[src/rtl/vending_controller_param.sv]
// ----------------------------------------------------------------------------
// vending_controller_param
//
// Purpose
//   Parametrised vending controller with N product slots, a price and a stock
//   count per slot, cash (coin) or card payment, a registered vend pulse and
//   greedy coin change. It sits between the coin/card front-end and the
//   dispenser / coin-return drivers.
//
// Ports
//   clk, rst            rising-edge clock, asynchronous active-high reset
//   index, select       slot selection and 1-cycle purchase request
//   pay_card            1 = card mode, 0 = cash mode
//   card_balance        balance of the presented card (cents)
//   nickel/dime/quarter/dollar  1-cycle coin pulses (5/10/25/100 cents)
//   cancel              refund request
//   cost_flat           slot i price at [i*PRICE_W +: PRICE_W]
//   inv_load, inv_flat  load stock table (slot i at [i*INV_W +: INV_W])
//   credit              current cash credit
//   inv_out             live stock table, same packing as inv_flat
//   dispensed, disp_index, card_debit   vend pulse with slot and card charge
//   change_valid, quart, dim, nick      change pulse with coin counts
//   sold_out, insufficient, coin_reject 1-cycle status pulses
//   busy                high while a vend or change is in progress
//   state_dbg           current FSM state (IDLE=0, VEND=1, CHANGE=2)
//
// Pulse semantics
//   Every input strobe (coins, select, cancel, inv_load) is sampled on a
//   single rising edge; there is no back-pressure. Every output pulse is high
//   for exactly one clock cycle; its qualified data (disp_index, card_debit,
//   quart/dim/nick) is valid only in that cycle and reads 0 otherwise.
// ----------------------------------------------------------------------------
module vending_controller_param #(
    parameter int NUM_PRODUCTS = 8,
    parameter int IDX_W        = 3,
    parameter int PRICE_W      = 9,
    parameter int INV_W        = 3,
    parameter int COIN_W       = 5,
    parameter int MAX_CREDIT   = 500
) (
    input  logic                          clk,
    input  logic                          rst,
    input  logic [IDX_W-1:0]              index,
    input  logic                          select,
    input  logic                          pay_card,
    input  logic [PRICE_W-1:0]            card_balance,
    input  logic                          nickel,
    input  logic                          dime,
    input  logic                          quarter,
    input  logic                          dollar,
    input  logic                          cancel,
    input  logic [NUM_PRODUCTS*PRICE_W-1:0] cost_flat,
    input  logic                          inv_load,
    input  logic [NUM_PRODUCTS*INV_W-1:0] inv_flat,
    output logic [PRICE_W-1:0]            credit,
    output logic [NUM_PRODUCTS*INV_W-1:0] inv_out,
    output logic                          dispensed,
    output logic [IDX_W-1:0]              disp_index,
    output logic [PRICE_W-1:0]            card_debit,
    output logic                          change_valid,
    output logic [COIN_W-1:0]             quart,
    output logic [COIN_W-1:0]             dim,
    output logic [COIN_W-1:0]             nick,
    output logic                          sold_out,
    output logic                          insufficient,
    output logic                          coin_reject,
    output logic                          busy,
    output logic [1:0]                    state_dbg
);

    typedef enum logic [1:0] {
        S_IDLE   = 2'd0,
        S_VEND   = 2'd1,
        S_CHANGE = 2'd2
    } state_t;

    // Coin values and the credit ceiling are held one bit wider than a price
    // so that credit + coins can be compared against the cap without wrap.
    localparam logic [PRICE_W:0] V_NICKEL  = (PRICE_W+1)'(5);
    localparam logic [PRICE_W:0] V_DIME    = (PRICE_W+1)'(10);
    localparam logic [PRICE_W:0] V_QUARTER = (PRICE_W+1)'(25);
    localparam logic [PRICE_W:0] V_DOLLAR  = (PRICE_W+1)'(100);
    localparam logic [PRICE_W:0] CREDIT_CAP = (PRICE_W+1)'(MAX_CREDIT);

    // Divisors for the greedy change split.
    localparam logic [PRICE_W-1:0] DIV_25 = PRICE_W'(25);
    localparam logic [PRICE_W-1:0] DIV_10 = PRICE_W'(10);
    localparam logic [PRICE_W-1:0] DIV_5  = PRICE_W'(5);

    // ------------------------------------------------------------------
    // State
    // ------------------------------------------------------------------
    state_t             state_q, state_d;
    logic [PRICE_W-1:0] credit_q, credit_d;
    logic [INV_W-1:0]   stock_q [NUM_PRODUCTS];
    logic [INV_W-1:0]   stock_d [NUM_PRODUCTS];
    logic [IDX_W-1:0]   idx_q, idx_d;       // slot being vended
    logic [PRICE_W-1:0] cost_q, cost_d;     // price captured at selection
    logic               card_q, card_d;     // payment mode captured at selection
    logic               sold_out_q, sold_out_d;
    logic               insuff_q, insuff_d;
    logic               reject_q, reject_d;

    // ------------------------------------------------------------------
    // Selected-slot lookup. An index beyond the slot count reads as an
    // empty slot, so it can only ever produce a sold_out pulse.
    // ------------------------------------------------------------------
    logic [PRICE_W-1:0] sel_cost;
    logic [INV_W-1:0]   sel_stock;

    always_comb begin
        sel_cost  = '0;
        sel_stock = '0;
        for (int i = 0; i < NUM_PRODUCTS; i++) begin
            if (index == IDX_W'(i)) begin
                sel_cost  = cost_flat[i*PRICE_W +: PRICE_W];
                sel_stock = stock_q[i];
            end
        end
    end

    // ------------------------------------------------------------------
    // Coin summation for the current cycle
    // ------------------------------------------------------------------
    logic             coin_any;
    logic [PRICE_W:0] coin_value;
    logic [PRICE_W:0] credit_sum;

    assign coin_any   = nickel | dime | quarter | dollar;
    assign coin_value = (nickel  ? V_NICKEL  : '0)
                      + (dime    ? V_DIME    : '0)
                      + (quarter ? V_QUARTER : '0)
                      + (dollar  ? V_DOLLAR  : '0);
    assign credit_sum = {1'b0, credit_q} + coin_value;

    // ------------------------------------------------------------------
    // Next-state logic
    // ------------------------------------------------------------------
    always_comb begin
        state_d    = state_q;
        credit_d   = credit_q;
        stock_d    = stock_q;
        idx_d      = idx_q;
        cost_d     = cost_q;
        card_d     = card_q;
        sold_out_d = 1'b0;
        insuff_d   = 1'b0;
        reject_d   = 1'b0;

        unique case (state_q)
            S_IDLE: begin
                // Coins of one cycle are accepted or rejected as a group.
                if (coin_any) begin
                    if (pay_card || (credit_sum > CREDIT_CAP)) begin
                        reject_d = 1'b1;
                    end else begin
                        credit_d = credit_sum[PRICE_W-1:0];
                    end
                end

                if (inv_load) begin
                    for (int i = 0; i < NUM_PRODUCTS; i++) begin
                        stock_d[i] = inv_flat[i*INV_W +: INV_W];
                    end
                end

                // Cancel takes priority over select. The purchase check sees
                // credit_d, i.e. coins arriving with select count toward it.
                if (cancel) begin
                    if (credit_d != '0) begin
                        state_d = S_CHANGE;
                    end
                end else if (select) begin
                    if (sel_stock == '0) begin
                        sold_out_d = 1'b1;
                    end else if (pay_card ? (card_balance >= sel_cost)
                                          : (credit_d >= sel_cost)) begin
                        state_d = S_VEND;
                        idx_d   = index;
                        cost_d  = sel_cost;
                        card_d  = pay_card;
                    end else begin
                        insuff_d = 1'b1;
                    end
                end
            end

            S_VEND: begin
                reject_d = coin_any;
                // Stock was checked non-zero before entering VEND.
                stock_d[idx_q] = stock_q[idx_q] - INV_W'(1);
                if (!card_q) begin
                    credit_d = credit_q - cost_q;
                end
                state_d = S_CHANGE;
            end

            S_CHANGE: begin
                reject_d = coin_any;
                credit_d = '0;
                state_d  = S_IDLE;
            end

            default: begin
                state_d = S_IDLE;
            end
        endcase
    end

    // ------------------------------------------------------------------
    // Registers
    // ------------------------------------------------------------------
    always_ff @(posedge clk or posedge rst) begin
        if (rst) begin
            state_q    <= S_IDLE;
            credit_q   <= '0;
            idx_q      <= '0;
            cost_q     <= '0;
            card_q     <= 1'b0;
            sold_out_q <= 1'b0;
            insuff_q   <= 1'b0;
            reject_q   <= 1'b0;
            for (int i = 0; i < NUM_PRODUCTS; i++) begin
                stock_q[i] <= '0;
            end
        end else begin
            state_q    <= state_d;
            credit_q   <= credit_d;
            idx_q      <= idx_d;
            cost_q     <= cost_d;
            card_q     <= card_d;
            sold_out_q <= sold_out_d;
            insuff_q   <= insuff_d;
            reject_q   <= reject_d;
            stock_q    <= stock_d;
        end
    end

    // ------------------------------------------------------------------
    // Outputs. Vend and change outputs decode directly from registered
    // state, so they are glitch-free and clear together on reset.
    // ------------------------------------------------------------------
    logic               in_vend;
    logic [PRICE_W-1:0] rem_25;
    logic [PRICE_W-1:0] rem_10;

    assign in_vend = (state_q == S_VEND);
    assign rem_25  = credit_q % DIV_25;
    assign rem_10  = rem_25 % DIV_10;

    assign dispensed    = in_vend;
    assign disp_index   = in_vend ? idx_q : '0;
    assign card_debit   = (in_vend && card_q) ? cost_q : '0;

    // Greedy split; any residue below 5 cents is dropped.
    assign change_valid = (state_q == S_CHANGE) && (credit_q != '0);
    assign quart        = change_valid ? COIN_W'(credit_q / DIV_25) : '0;
    assign dim          = change_valid ? COIN_W'(rem_25 / DIV_10)   : '0;
    assign nick         = change_valid ? COIN_W'(rem_10 / DIV_5)    : '0;

    assign credit       = credit_q;
    assign sold_out     = sold_out_q;
    assign insufficient = insuff_q;
    assign coin_reject  = reject_q;
    assign busy         = (state_q == S_VEND) || (state_q == S_CHANGE);
    assign state_dbg    = state_q;

    for (genvar g = 0; g < NUM_PRODUCTS; g++) begin : g_inv_out
        assign inv_out[g*INV_W +: INV_W] = stock_q[g];
    end

endmodule
[config.mk]
export PLATFORM = sky130hd
export DESIGN_NAME = vending_controller_param
export DESIGN_NICKNAME = d
export VERILOG_FILES = /design/src/rtl/vending_controller_param.sv
export SDC_FILE = /design/constraint.sdc
export NUM_CORES = 1
export LEC_CHECK = 0
export CAP_MARGIN = 20
export CORE_MARGIN = 8
export CORE_UTILIZATION = 55
export DETAILED_ROUTE_END_ITERATION = 10
export GPL_ROUTABILITY_DRIVEN = 0
export PLACE_DENSITY = 0.88
export SLEW_MARGIN = 0
export SYNTH_ARGS = -nofsm -noshare
export SYNTH_HDL_FRONTEND = slang
export SYNTH_SLANG_ARGS = --single-unit
[constraint.sdc]
create_clock -name clk -period 15.8 [get_ports clk]
set_input_delay 1.58 -clock clk [delete_from_list [all_inputs] [get_ports clk]]
set_output_delay 1.58 -clock clk [all_outputs]
set_load 0.005 [all_outputs]
==> impl_results.md, run 1 <==
- CTS root buffer: clkbuf_16
- Met2 Use GR: 45.1%
- GRT Util Overall: 27.5%
- Final cell count without fillers: 1322
- Synth Warn #: 0
- Seq. cell area: 1280 um2
- Final min period: 11.94 ns
- IO buf count: 185
- Remaining Overflow, GRT: 0
- Peak Freq: 83.8 MHz
- Die Height: 133 um
- Final WS setup: 3.86 ns
- Final hold vios: 0
- Max-slew violation count: 0
- CTS buffer count: 5
- Final wirelength: 25400 um
- Area of the multi-input gates: 5780 um2
- Cells after Synth: 999
- Worst clock skew: 0.0129 ns
- Hold wc startpoint: cost_q[7]
- CP endpoint kind: output pin
- Placed insts: 1312
- CTS tree: done
- Status: complete, no violations
- Worst-Skew Late Latency: 0.30 ns
- Layout cells sized above 1: 6.89%
- Starting Density: 56.5%
- Max-Cap Viols: 0
- RSZ-0062 raised after global routing: false
- Post-CTS Resized: 0
- Num ports: 186
- GR peak layer: met2
- Startpoint types: flip-flop
- Mapped Area: 7520 um2
- Met3 usage: 6.96%
- FFs w/ async S/R, synth: 100%
- Total iterations of the first detailed-routing run: 8
- GR Util met1: 34.2%
- Post-route setup TNS: 0 ns
- WHS Path Cells: 2
- Largest net degree at the start of global routing: 52
- R2R depth: 27
- Crit Path Class: reg2out
- Yosys reg bits: 51
- DR WL/cell: 19.2 um
- Via count: 8534
- Number of H-tree levels: 2
- Hold endpoint: cost_q[7]
- Global-route wire length before repair: 41000 um
- Most frequent cells in the layout: clkdlybuf4s50_1 (185), a21oi_1 (107), nor2_1 (92)
- Core area: 13300 um2
- Max incr delay on CP: 0.94 ns
- Drt drc: 0
- Die Wd: 133 um
- Net count, final: 1322
- DRT antenna net count: 0
- Synth cell types: 100
- Crit Reg-Reg Endpoint: cost_q[0]
- Sequential share of the synthesized area: 17.0%
- Primary FF master, synth: dfrtp_1
- Cell mode on critical path: ha_1
- Syn_nets: 1176
- Final setup viols: 0
- Clk slew on worst S/H paths: 0.07 ns
- Clock sink count: 51
- Clk buf depth: 2
- Worst Tran Pin Value: 0.901 ns
- Crit path DAT: 10.36 ns
- Commonest non-fill, non-tap cell in the layout: clkdlybuf4s50_1
- HP Class: reg2reg
- Row count: 42
- Vias in the first global route: 8018
- Mapped Avg Cell Area: 7.53 um2
- R2r setup slk: 8.39 ns
- Total setup buffers inserted after CTS: 0
- Max transition margin: 39.9%
- # diodes: 0
- Data required time at the worst endpoint: 14.22 ns
- Period utilization: 75.5%
- Critical path's slowest cell: dfrtp_1
- Vias/cell: 6.46
- Die Area: 17700 um2
- Filler instances: 1047
- Launch point of the worst reg-to-reg path: credit[3]
- Hold_buf cts: 0
- Synthesis-to-finish area growth: 27.7%
- Post-synth EDFFs: 0
- Initial DRC count: 980
- Post-DP HPWL: 19900 um
- Initial antenna violation count: 0
- Place WS: 4.23 ns
- Maximum fanout along the worst path: 30
-- final cells by class --
type | count | share of cell area [%]
multi-input cells | 836 | 60.2
clock inverters | 2 | 0.169
well taps | 176 | 2.29
clock buffers | 6 | 1.45
inverters | 57 | 2.23
flip-flops and latches | 51 | 13.3
repair buffers | 194 | 20.3
-- cells by family (layout without fill, tap and decap cells) --
family | after synthesis | count (layout) | share of synthesized area [%]
AOI/OAI and AO/OA | 377 | 377 | 34.5
and+or+nand+nor | 333 | 333 | 22.6
buffers and inverters | 112 | 259 | 6.14
adders and majority gates | 61 | 61 | 10.6
DFF | 51 | 51 | 17.0
muxes | 42 | 42 | 6.49
xor gates and xnor gates | 23 | 23 | 2.78
-- metal layers --
metal	share of wire (%)	up-vias
li1	-	4034
met1	40	3952
met2	47	485
met3	9.6	63
met4	3.2	0
met5	0	-
-- critical path, delay by kind of cell (launching register included) --
| family | cells | cell delay (ns) |
|---|---|---|
| compound gates | 17 | 4.91 |
| fa+ha+maj | 5 | 1.36 |
| buf+inv | 2 | 0.64 |
| flops | 1 | 0.94 |
| mux | 1 | 0.37 |
| simple gates | 9 | 1.85 |
-- how the worst max path moves through the flow --
stage / startpoint / to / slack, ns / cells after the start
after floorplan: credit[5] / nick[0] / 6.17 / 36
after global placement: credit[7] / nick[0] / 4.59 / 35
after detailed placement: credit[7] / nick[0] / 4.23 / 35
after CTS: credit[7] / nick[0] / 3.90 / 35
after global routing: credit[8] / nick[0] / 3.14 / 34
final: credit[8] / nick[0] / 3.86 / 34
-- synth_stat cells, drive strengths merged, types with 20 or more instances --
master,number,area [um2]
o21ai,82,429
inv,55,206
ha,54,676
nor2,92,345
a21oi,108,544
dfrtp,51,1280
nand2,72,273
mux2i,27,270
nor3,21,115
nand3,35,175
a21o,20,150
clkbuf,31,116
buf,24,131
-- stage by stage --
step	hold WS [ns]	area (um2)	utilization, %
final	0.508	9600	72.2
after global routing	0.539	9600	72.2
after CTS	0.510	9550	71.8
after detailed placement	0.488	9400	70.7
after global placement	0.481	9400	70.7
after floorplan	0.463	7520	-
-- registers in the layout, summed over array words and instances (netlist names), 2 cells and up --
| name | cells |
|---|---|
| idx_q | 3 |
| state_dbg | 2 |
| inv_out | 24 |
| cost_q | 9 |
| credit | 9 |
Power of run 1 is left out: the tool's default activity adds up to more than one toggle a clock period on the data nets, which glitch-free logic cannot reach.
==> run 2, diff against run 1 <==
--- a/config.mk
+++ b/config.mk
@@ -7,10 +7,10 @@
 export LEC_CHECK = 0
 export CAP_MARGIN = 20
 export CORE_MARGIN = 8
-export CORE_UTILIZATION = 55
+export CORE_UTILIZATION = 52
 export DETAILED_ROUTE_END_ITERATION = 10
 export GPL_ROUTABILITY_DRIVEN = 0
-export PLACE_DENSITY = 0.88
+export PLACE_DENSITY = 0.84
 export SLEW_MARGIN = 0
 export SYNTH_ARGS = -nofsm -noshare
 export SYNTH_HDL_FRONTEND = slang
==> constraint.sdc (replaced) <==
create_clock -name clk -period 12.11 [get_ports clk]
set_input_delay 1.211 -clock clk [delete_from_list [all_inputs] [get_ports clk]]
set_output_delay 1.211 -clock clk [all_outputs]
set_load 0.005 [all_outputs]
==> run 2 against run 1 <==
Compared with the run above: die area grew 5.1%; cell area shrank 0.18%; clock-buffer cell count shrank 1; register-to-register slack lost 3.6 ns; clock skew shrank 0.0020 ns; non-clock buffer count shrank 1; largest cell class unchanged; global-route usage shrank 0.65 points; critical path depth grew 1; via count shrank 1.0%.
==> impl_results.md, run 2 (synthesized netlist as in run 1, its figures left out) <==
- Core area: 14300 um2 (was 13300 um2)
- CP endpoint kind: output pin (unchanged)
- Vias/cell: 6.36 (was 6.46)
- Via count: 8449 (was 8534)
- Drt drc: 0 (unchanged)
- WHS Path Cells: 2 (unchanged)
- Max incr delay on CP: 0.89 ns (was 0.94 ns)
- Max-slew violation count: 0 (unchanged)
- Hold endpoint: cost_q[5] (was cost_q[7])
- Initial antenna violation count: 0 (unchanged)
- Final hold vios: 0 (unchanged)
- Crit path DAT: 10.31 ns (was 10.36 ns)
- Commonest non-fill, non-tap cell in the layout: clkdlybuf4s50_1 (unchanged)
- Data required time at the worst endpoint: 10.90 ns (was 14.22 ns)
- Launch point of the worst reg-to-reg path: credit[3] (unchanged)
- Clk buf depth: 2 (unchanged)
- DRT antenna net count: 0 (unchanged)
- Final wirelength: 25500 um (was 25400 um)
- Synthesis-to-finish area growth: 27.4% (was 27.7%)
- Cell mode on critical path: ha_1 (unchanged)
- Final setup viols: 0 (unchanged)
- Remaining Overflow, GRT: 0 (unchanged)
- Number of H-tree levels: 2 (unchanged)
- RSZ-0062 raised after global routing: false (unchanged)
- CTS buffer count: 5 (unchanged)
- Status: complete, no violations (unchanged)
- IO buf count: 185 (unchanged)
- Global-route wire length before repair: 41000 um (about the same)
- Maximum fanout along the worst path: 28 (was 30)
- Die Height: 136 um (was 133 um)
- Max transition margin: 42.2% (was 39.9%)
- Largest net degree at the start of global routing: 52 (unchanged)
- Crit Reg-Reg Endpoint: cost_q[0] (unchanged)
- Die Area: 18600 um2 (was 17700 um2)
- Starting Density: 52.5% (was 56.5%)
- Worst-Skew Late Latency: 0.30 ns (about the same)
- Max-Cap Viols: 0 (unchanged)
- Crit Path Class: reg2out (unchanged)
- Hold_buf cts: 0 (unchanged)
- Top delay family on crit path: compound AO/OA/AOI/OAI gates (unchanged)
- Post-DP HPWL: 20000 um (was 19900 um)
- Critical path's slowest cell: dfrtp_1 (unchanged)
- Worst Tran Pin Value: 0.863 ns (was 0.901 ns)
- Final min period: 11.52 ns
- Total setup buffers inserted after CTS: 0 (unchanged)
- Peak Freq: 86.8 MHz
- Net count, final: 1321 (was 1322)
- Row count: 44 (was 42)
- Die Wd: 136 um (was 133 um)
- # diodes: 0 (unchanged)
- Worst clock skew: 0.0109 ns (was 0.0129 ns)
- Total iterations of the first detailed-routing run: 5 (was 8)
- DR WL/cell: 19.2 um (about the same)
- Vias in the first global route: 8042 (was 8018)
- Layout cells sized above 1: 6.90% (was 6.89%)
- CP Buf/Inv Count: 2 (unchanged)
- R2R depth: 27 (unchanged)
- CTS tree: done (unchanged)
- Startpoint types: flip-flop (unchanged)
- Period utilization: 95.1%
- Clk slew on worst S/H paths: 0.07 ns (about the same)
- Most frequent cells in the layout: clkdlybuf4s50_1 (185), a21oi_1 (107), nor2_1 (92) (unchanged)
- Clock sink count: 51 (unchanged)
- Post-route setup TNS: 0 ns (unchanged)
- HP Class: reg2reg (unchanged)
- Initial DRC count: 978 (was 980)
- Hold wc startpoint: cost_q[5] (was cost_q[7])
- Largest register FFs: 24 (unchanged)
- GRT Util Overall: 26.9% (was 27.5%)
- CTS root buffer: clkbuf_16 (unchanged)
- R2r setup slk: 4.80 ns (was 8.39 ns)
- Num ports: 186 (unchanged)
-- run 2: cell types whose count changed in the layout (fill, tap and decap cells not counted), sizes merged --
| cell | change |
|---|---|
| clkinv | +1 |
| inv | +1 |
| clkinvlp | -1 |
| clkbuf | -1 |
| buf | -1 |
-- run 2: layout make-up --
| class | instances | area [um2] |
|---|---|---|
| flip-flops and latches | 51 | 1280 |
| multi-input cells | 836 | 5780 |
| inverters | 57 | 214 |
| clock buffers | 5 | 125 |
| fillers | 1241 | 4730 |
| well taps | 184 | 230 |
| repair buffers | 193 | 1920 |
| clock inverters | 3 | 28.8 |
-- run 2: what timing repair did --
action                                 4_1_cts  5_1_grt
resized for setup                            0        1
setup endpoints to repair                    0        1
endpoints found under the hold margin        0        0
-- run 2: worst max path at each step --
stage | slack, ns | cells after the start | startpoint | end
6_report | 0.59 | 35 | credit[6] | nick[0]
2_1_floorplan | 2.85 | 36 | credit[5] | nick[0]
3_3_place_gp | 1.44 | 34 | credit[8] | nick[0]
3_5_place_dp | 1.09 | 34 | credit[8] | nick[0]
4_1_cts | 0.76 | 34 | credit[8] | nick[0]
5_1_grt | 0.04 | 35 | credit[6] | nick[0]
-- run 2: per-stage QoR --
step / hold slack [ns] / setup WS, ns / util, % / std cells / area (um2)
finish: 0.518 / 0.589 / 66.9 / 1329 / 9580
global route: 0.559 / 0.0356 / 66.9 / 1329 / 9580
CTS: 0.509 / 0.764 / 66.8 / 1328 / 9560
detailed placement: 0.494 / 1.09 / 65.7 / 1320 / 9410
global placement: 0.482 / 1.44 / 65.7 / 1320 / 9410
floorplan: 0.463 / 2.85 / - / 999 / 7520
-- run 2: layer usage --
layer,vias to the layer above,global-route usage [%],part of all wire (%)
li1,4039,-,-
met1,3937,34.1,41
met2,413,44.4,47
met3,60,5.69,8.7
met5,-,0,0
met4,0,8.91,2.9
-- run 2: worst register-to-register path, stage by stage, from the launching register on --
cell and delay (ns):
dfrtp_1 0.87, fa_1 0.56, ha_1 0.35, a21o_1 0.19, a21oi_1 0.22, o21bai_1 0.09
a21o_1 0.20, xor2_1 0.17, nand2_1 0.09, nor2_1 0.05, a221oi_1 0.24, o21ai_0 0.19
nor2_1 0.66, mux2i_1 0.48, ha_1 0.30, nand2b_1 0.14, a21o_1 0.17, a21o_1 0.16
a21oi_1 0.15, nor2b_1 0.06, o21ai_0 0.14, nand2b_1 0.08, a21oi_1 0.14, nor2b_1 0.05
o21ai_0 0.14, a22o_1 0.22, nand2b_1 0.68, mux2_2 0.42
Power of run 2 is left out for the same reason.
==> run 3, diff against run 2 <==
--- a/config.mk
+++ b/config.mk
@@ -10,7 +10,7 @@
 export CORE_UTILIZATION = 52
 export DETAILED_ROUTE_END_ITERATION = 10
 export GPL_ROUTABILITY_DRIVEN = 0
-export PLACE_DENSITY = 0.84
+export PLACE_DENSITY = 0.83
 export SLEW_MARGIN = 0
 export SYNTH_ARGS = -nofsm -noshare
 export SYNTH_HDL_FRONTEND = slang
==> run 3 against run 2 <==
Compared with the run above: final cell count did not move; maximum frequency increased by 0.82%; critical path depth did not move; first-iteration DRC count down 13%; sequential share of layout area hardly changed; worst setup slack better by 0.093 ns; global-route usage fell by 0.23 points; largest cell class unchanged.
==> impl_results.md, run 3 (synthesized netlist as in run 1, its figures left out) <==
- Top delay family on crit path: compound AO/OA/AOI/OAI gates (unchanged)
- Post-CTS Resized: 0 (unchanged)
- Commonest non-fill, non-tap cell in the layout: clkdlybuf4s50_1 (unchanged)
- R2r setup slk: 4.86 ns (was 4.80 ns)
- Period utilization: 94.4% (was 95.1%)
- Max-slew violation count: 0 (unchanged)
- CP endpoint kind: output pin (unchanged)
- Filler instances: 1239 (was 1241)
- Via count: 8402 (was 8449)
- Hold_buf cts: 0 (unchanged)
- Post-DP HPWL: 20000 um (about the same)
- Number of H-tree levels: 2 (unchanged)
- Core area: 14300 um2 (unchanged)
- Area of the multi-input gates: 5780 um2 (about the same)
- IO buf count: 185 (unchanged)
- CTS buffer count: 5 (unchanged)
- GRT Util Overall: 26.6% (was 26.9%)
- CTS tree: done (unchanged)
- Largest net degree at the start of global routing: 52 (unchanged)
- Max-Cap Viols: 0 (unchanged)
- Cell mode on critical path: ha_1 (unchanged)
- Largest register FFs: 24 (unchanged)
- # diodes: 0 (unchanged)
- Initial DRC count: 847 (was 978)
- Clock sink count: 51 (unchanged)
- Starting Density: 52.5% (unchanged)
- Crit Path Class: reg2out (unchanged)
- CP Buf/Inv Count: 3 (was 2)
- DRT antenna net count: 0 (unchanged)
- Peak Freq: 87.5 MHz (was 86.8 MHz)
- Vias/cell: 6.32 (was 6.36)
- Total setup buffers inserted after CTS: 0 (unchanged)
- Post-route setup TNS: 0 ns (unchanged)
- Remaining Overflow, GRT: 0 (unchanged)
- Total iterations of the first detailed-routing run: 6 (was 5)
- Synthesis-to-finish area growth: 27.5% (was 27.4%)
- Status: complete, no violations (unchanged)
- Final Util: 67.0% (was 66.9%)
- Worst Tran Pin Value: 0.892 ns (was 0.863 ns)
- RSZ-0062 raised after global routing: false (unchanged)
- Maximum fanout along the worst path: 28 (unchanged)
- Net count, final: 1321 (unchanged)
- Layout cells sized above 1: 6.99% (was 6.90%)
- Max incr delay on CP: 0.91 ns (was 0.89 ns)
- Initial antenna violation count: 0 (unchanged)
- Final hold vios: 0 (unchanged)
- CTS root buffer: clkbuf_16 (unchanged)
- Row count: 44 (unchanged)
- Drt drc: 0 (unchanged)
- Final min period: 11.43 ns (was 11.52 ns)
- Final wirelength: 25300 um (was 25500 um)
- Worst clock skew: 0.00828 ns (was 0.0109 ns)
- Die Area: 18600 um2 (unchanged)
- Num ports: 186 (unchanged)
- Startpoint types: flip-flop (unchanged)
- Clk slew on worst S/H paths: 0.07 ns (about the same)
- Critical path's slowest cell: dfrtp_1 (unchanged)
- Final setup viols: 0 (unchanged)
- Die Wd: 136 um (unchanged)
- Vias in the first global route: 7940 (was 8042)
- Die Height: 136 um (unchanged)
- Worst-Skew Late Latency: 0.29 ns (was 0.30 ns)
- Max transition margin: 40.4% (was 42.2%)
- DR WL/cell: 19.1 um (was 19.2 um)
- Crit path DAT: 10.22 ns (was 10.31 ns)
- Fin Hold WS: 0.512 ns (was 0.518 ns)
- Global-route wire length before repair: 40700 um (was 41000 um)
- Most frequent cells in the layout: clkdlybuf4s50_1 (185), a21oi_1 (106), nor2_1 (92) (was clkdlybuf4s50_1 (185), a21oi_1 (107), nor2_1 (92))
- HP Class: reg2reg (unchanged)
- Clk buf depth: 2 (unchanged)
- Data required time at the worst endpoint: 10.90 ns (about the same)
- Seq. cell area: 1280 um2 (unchanged)
==> run 3: cell counts in the layout (fill, tap and decap cells not counted) <==
No cell type changed its count.
==> run 3: stage by stage <==
stage / setup slack [ns] / cell area [um2] / std cells
final: 0.682 / 9580 / 1329
after global routing: 0.0579 / 9580 / 1329
after CTS: 0.675 / 9560 / 1328
after detailed placement: 1.00 / 9410 / 1320
after global placement: 1.43 / 9410 / 1320
after floorplan: 2.85 / 7520 / 999
==> run 3: path summary, 6_finish.rpt <==
check / from / end / cells past startpoint
setup / recovery: credit[6] / nick[0] / 35
hold / removal: cost_q[4] / cost_q[4] / 2
setup reg to reg: credit[3] / cost_q[0] / 27
hold reg to reg: cost_q[4] / cost_q[4] / 2
max in group asynchronous: rst / credit[8] / 3
min in group asynchronous: rst / sold_out / 2
==> run 3: layer usage <==
layer,global-route usage (%),routed length (um),up-vias,part of all wire (%)
li1,-,-,4029,-
met1,33.8,10800,3944,43
met2,44.8,12000,392,47
met3,5.99,2040,37,8.0
met4,6.71,486,0,1.9
met5,0,0,-,0
==> run 3: final cells by class <==
class	count	area share, %
clock buffers	5	1.31
clock inverters	3	0.300
inverters	57	2.23
multi-input cells	836	60.4
flip-flops and latches	51	13.3
well taps	184	2.40
repair buffers	193	20.1
==> run 3: tightest hold or removal path, stage by stage, from the launching register on <==
cell,delay (ns)
dfrtp_1,0.37
nand2_1,0.05
o21ai_0,0.06
Power of run 3 is left out for the same reason.
